<file path="config.mk">
export PLATFORM = sky130hd
export DESIGN_NAME = pc_next_unit
export DESIGN_NICKNAME = d
export VERILOG_FILES = /design/src/rtl/pc_next_unit.sv
export SDC_FILE = /design/constraint.sdc
export NUM_CORES = 1
export LEC_CHECK = 0
export ABC_AREA = 1
export ABC_CLOCK_PERIOD_IN_PS = 7800
export CAP_MARGIN = 20
export CORE_ASPECT_RATIO = 0.8
export CORE_MARGIN = 2
export CORE_UTILIZATION = 50
export CTS_BUF_LIST = sky130_fd_sc_hd__clkbuf_16
export DETAILED_ROUTE_END_ITERATION = 10
export PLACE_DENSITY = 0.77
export SYNTH_ARGS = -nofsm -noshare
export SYNTH_HDL_FRONTEND = slang
export SYNTH_SLANG_ARGS = --single-unit
</file>
<file path="constraint.sdc">
create_clock -name clk -period 7.8 [get_ports clk]
set_input_delay 0.78 -clock clk [delete_from_list [all_inputs] [get_ports clk]]
set_output_delay 0.78 -clock clk [all_outputs]
set_load 0.005 [all_outputs]
</file>
<file path="src/rtl/pc_next_unit.sv">
// Program counter register and next-PC selection: branch/jump/jump-register
// targets, fetch hold under imem back-pressure, halt, misaligned-target trap.
`timescale 1ns/1ps
module pc_next_unit #(
   parameter logic [31:0] RESET_PC = 32'h0000_0000,
   parameter logic [31:0] TRAP_PC  = 32'h0000_0080
) (
   input  logic        clk,
   input  logic        rst_n,
   input  logic [31:0] branch_off,
   input  logic [25:0] jump_idx,
   input  logic [31:0] jr_target,
   input  logic [1:0]  pc_src,
   input  logic        branch_cond,
   input  logic        halt,
   input  logic        imem_ready,
   output logic [31:0] pc,
   output logic [31:0] pc_plus4,
   output logic        fetch_valid,
   output logic        trap,
   output logic        halted,
   output logic [31:0] instret
);

   localparam int unsigned W = 32;

   typedef enum logic [1:0] {BOOT, RUN, WAIT, HALT} state_t;

   state_t         state, state_nxt;
   logic           commit_c;
   logic           misalign_c;
   logic [W-1:0]   br_tgt_c, j_tgt_c, sel_tgt_c;
   logic [W-1:0]   pc_nxt, pc_plus4_nxt, instret_nxt;
   logic           fetch_valid_nxt, trap_nxt, halted_nxt;

   // State register
   always_ff @(posedge clk or negedge rst_n) begin
      if (!rst_n) state <= BOOT;
      else        state <= state_nxt;
   end

   // Next-state logic
   always_comb begin
      state_nxt = state;
      case (state)
         BOOT:    state_nxt = RUN;
         RUN:     state_nxt = imem_ready ? (halt ? HALT : RUN) : WAIT;
         WAIT:    if (imem_ready) state_nxt = halt ? HALT : RUN;
         HALT:    state_nxt = HALT;
         default: state_nxt = BOOT;
      endcase
   end

   // Candidate targets; all arithmetic wraps modulo 2^32
   always_comb begin
      commit_c = ((state == RUN) || (state == WAIT)) && imem_ready;
      br_tgt_c = pc_plus4 + branch_off;
      j_tgt_c  = {pc_plus4[31:28], jump_idx, 2'b00};
      case (pc_src)
         2'b01:   sel_tgt_c = branch_cond ? br_tgt_c : pc_plus4;
         2'b10:   sel_tgt_c = j_tgt_c;
         2'b11:   sel_tgt_c = jr_target;
         default: sel_tgt_c = pc_plus4;
      endcase
      misalign_c = |sel_tgt_c[1:0];
   end

   // Output / datapath next values; a halting commit retires but keeps pc
   always_comb begin
      pc_nxt          = pc;
      pc_plus4_nxt    = pc_plus4;
      instret_nxt     = instret;
      trap_nxt        = 1'b0;
      fetch_valid_nxt = (state_nxt == RUN) || (state_nxt == WAIT);
      halted_nxt      = (state_nxt == HALT);
      if (commit_c) begin
         instret_nxt = instret + W'(1);
         if (!halt) begin
            pc_nxt       = misalign_c ? TRAP_PC : sel_tgt_c;
            pc_plus4_nxt = pc_nxt + W'(4);
            trap_nxt     = misalign_c;
         end
      end
   end

   // Registered outputs
   always_ff @(posedge clk or negedge rst_n) begin
      if (!rst_n) begin
         pc          <= RESET_PC;
         pc_plus4    <= RESET_PC + W'(4);
         fetch_valid <= 1'b0;
         trap        <= 1'b0;
         halted      <= 1'b0;
         instret     <= '0;
      end else begin
         pc          <= pc_nxt;
         pc_plus4    <= pc_plus4_nxt;
         fetch_valid <= fetch_valid_nxt;
         trap        <= trap_nxt;
         halted      <= halted_nxt;
         instret     <= instret_nxt;
      end
   end

endmodule

</file>
==> metrics.cfg <==
[detailed_routing]
m1WireLength_um = 12800
antenna_left = 0
drt_pass1_iterations = 5
wl_met2_um = 12500
met3_length_um = 2470
drtIter0Drc = 726
finalWirelength_um = 28500
drc = 0
avgRoutedWirePerCell_um = 15.7
maxUsedRoutingLayer = met4
vias_per_cell = 5.30
vias = 9643

[cells_and_area]
seqCellArea_um2 = 2480
layout_common_cells = nand2_1, inv_1, clkdlybuf4s50_1
multiInputGateArea_um2 = 5120
layout_commonest_cell = nand2_1
finalInstanceArea_um2 = 11100
area_delta_synth_final_pct = 28.0
fin_nets = 1732
drive_gt1_frac = 0.0443
antenna_cells = 0
fillers = 1571
fin_util = 0.661

[synthesis]
yosys_register_bits = 99
synthFlopType = dfrtp_1
asyncSetResetFlopFracSynth = 1.00
synth_cell_types = 43
yosysTopAreaCell = dfrtp_1
synthDominantCellAreaShare = 0.284
synth_edf_count = 0
synth_fp_nets = 1555
synth.avg_cell_area_um2 = 6.08
synthTopCellsByArea = dfrtp_1, nand2_1, inv_1
syn_inst = 1419
netlist_area_um2 = 8630
yosysWarnings = 0
ys_seq_area_frac = 0.287

[min_path]
hp-class = in2async

[pwr]
ir_worst_vdd_uv = 234
powerDensity_nw_per_um2 = 275
p_leak_nw = 5.79

[sta]
slew_headroom = 0.363
setup_viol = 0
rsz0062_at_grt = false
tightestPinTransition_ns = 0.956
slew_violations = 0
hold_slack_ns = 0.330
fmax_mhz = 246
final.setup_skew_ns = 0.00694
finalCriticalPeriod_ns = 4.07
finalSetupTns_ns = 0
finalCritPeriodShare = 0.521
hold_viol_final = 0

[floorplan]
die_area_um2 = 18300
die_height_um = 122
fp.dieW_um = 151
pin_count = 196
fp.coreArea_um2 = 16700
rows = 42
initial_core_util = 0.517

[setup_path]
slowest_delay_ns = 0.53
crit_path_start_kind = input port
crit_slowest_cell = nor2_2
cp-end-kind = flip-flop
crit_family = simple AND/OR/NAND/NOR gates
crit_buf_inv = 6
crit_fanout = 34
crit_type = in2reg
crit_top_cell = nand2_1
critPathRequiredTime_ns = 8.09
crit_chain = clkdlybuf4s50_1 > buf_4 > nor2_2 > nor2_1 > o21ai_2 > nand2_2 > clkinv_2 > nand2_1 > inv_1 > ha_1 > nand3_1 > nor2_2 > nand2_1 > inv_2 > nand2_1 > nor2_2 > nand2_1 > nor2_2 > nand2_1 > o21bai_1 > nand2_1 > inv_1
arrival_ns = 4.35

[cts]
cts_root_buf = clkbuf_16
numCtsBuffers = 9
cts-resized-gates = 0
ctsLongestPathBuffers = 2
cts_hold_buf = 0
cts_num_sinks = 99
cts_setup_buffers = 0
cts_tree = built
cts_max_level = 3
clk_pin_slew_ns = 0.07
clock_latency_ns = 0.35

[global_routing]
grt_pass1_vias = 8892
grt.total_usage = 0.317
globalRoute.totalOverflow = 0
grt_max_degree = 74
grt_pass1_wl_um = 45200
grt_antenna_before_repair = 0

[placed_design]
place_area_um2 = 10800
port_buffers = 195
dpl.hpwl_um = 22900
globalplace.congestion = 0.988

[outcome]
status = finished clean

[run]
maxCapViolCount = 0

## cell families after synthesis
logic type      after synthesis  share of synthesized area
flops                        99                      0.287
fa+ha+maj                    39                     0.0574
buf+inv                     271                      0.121
compound gates              175                      0.108
simple gates                802                      0.393
xor+xnor                     33                     0.0343
## worst register-to-register path: cells and delay by family (launching register included)
kind / cells / cell delay [ns]
simple gates: 12 / 1.43
flops: 1 / 0.44
buf+inv: 5 / 0.51
compound gates: 2 / 0.29
fa+ha+maj: 3 / 0.93
## metrics by stage
stage                     setup slack [ns]  total power, mW  std cells
final                                 3.73             3.04       1821
after global routing                  3.38             3.30       1821
after global placement                3.17             2.57       1804
after detailed placement              2.98             2.58       1804
after CTS                             3.33             3.03       1820
after floorplan                       4.61             1.85       1419
## metal layers
metal | vias to the layer above | track usage
li1 | 4796 | -
met1 | 4413 | 0.446
met2 | 387 | 0.496
met3 | 47 | 0.0640
met4 | 0 | 0.0905
met5 | - | 0
## flip-flops by register name, summed over array words and instances, names as in the netlist
register     count
instret         32
fetch_valid      1
pc              32
halted           1
trap             1
pc_plus4        30
state            2
## cells in the mapped netlist, types with 2 or more instances
cell type	n
a21boi_0	2
a21oi_1	73
a21oi_2	4
a31oi_1	7
and2_1	2
buf_1	7
buf_2	7
buf_4	4
clkbuf_1	18
dfrtp_1	98
ha_1	38
inv_1	226
inv_2	8
nand2_1	503
nand2_2	5
nand3_1	131
nand3_2	4
nand4_1	16
nor2_1	110
nor2_2	12
nor2_4	2
nor3_1	6
nor3_2	3
nor3_4	2
o21ai_0	70
o21ai_1	9
o21bai_1	5
o22ai_1	2
xnor2_1	7
xor2_1	25
## final timing paths
| check | cells past startpoint | slack (ns) | to | start |
|---|---|---|---|---|
| worst min register to register | 1 | 0.47 | instret[31]$_DFFE_PN0P_ | instret[31]$_DFFE_PN0P_ |
| worst max register to register | 22 | 4.17 | pc_plus4[24]$_DFFE_PN0P_ | pc[0]$_DFFE_PN0P_ |
| min in group clk | 1 | 0.47 | instret[31]$_DFFE_PN0P_ | instret[31]$_DFFE_PN0P_ |
| worst min-delay path | 1 | 0.33 | pc[28]$_DFFE_PN0P_ | rst_n |
| max in group asynchronous | 2 | 6.21 | pc_plus4[6]$_DFFE_PN0P_ | rst_n |
| worst max-delay path | 22 | 3.73 | pc_plus4[24]$_DFFE_PN0P_ | pc_src[0] |
## layout make-up
type                       instances  area share
clock buffer                       9      0.0204
clock inverter                     7     0.00555
inverter                         235      0.0799
multi-input combinational       1049       0.463
sequential                        99       0.224
tap                              220      0.0249
timing repair buffer             202       0.181
## power by group
| group | switching, mW | total, mW | internal [mW] |
|---|---|---|---|
| Clock | 0.209 | 0.432 | 0.223 |
| Sequential | 0.186 | 0.859 | 0.673 |
| Combinational | 1.03 | 1.75 | 0.724 |
| Total | 1.42 | 3.04 | 1.62 |
Note: power is estimated with default switching activity, not from simulation.
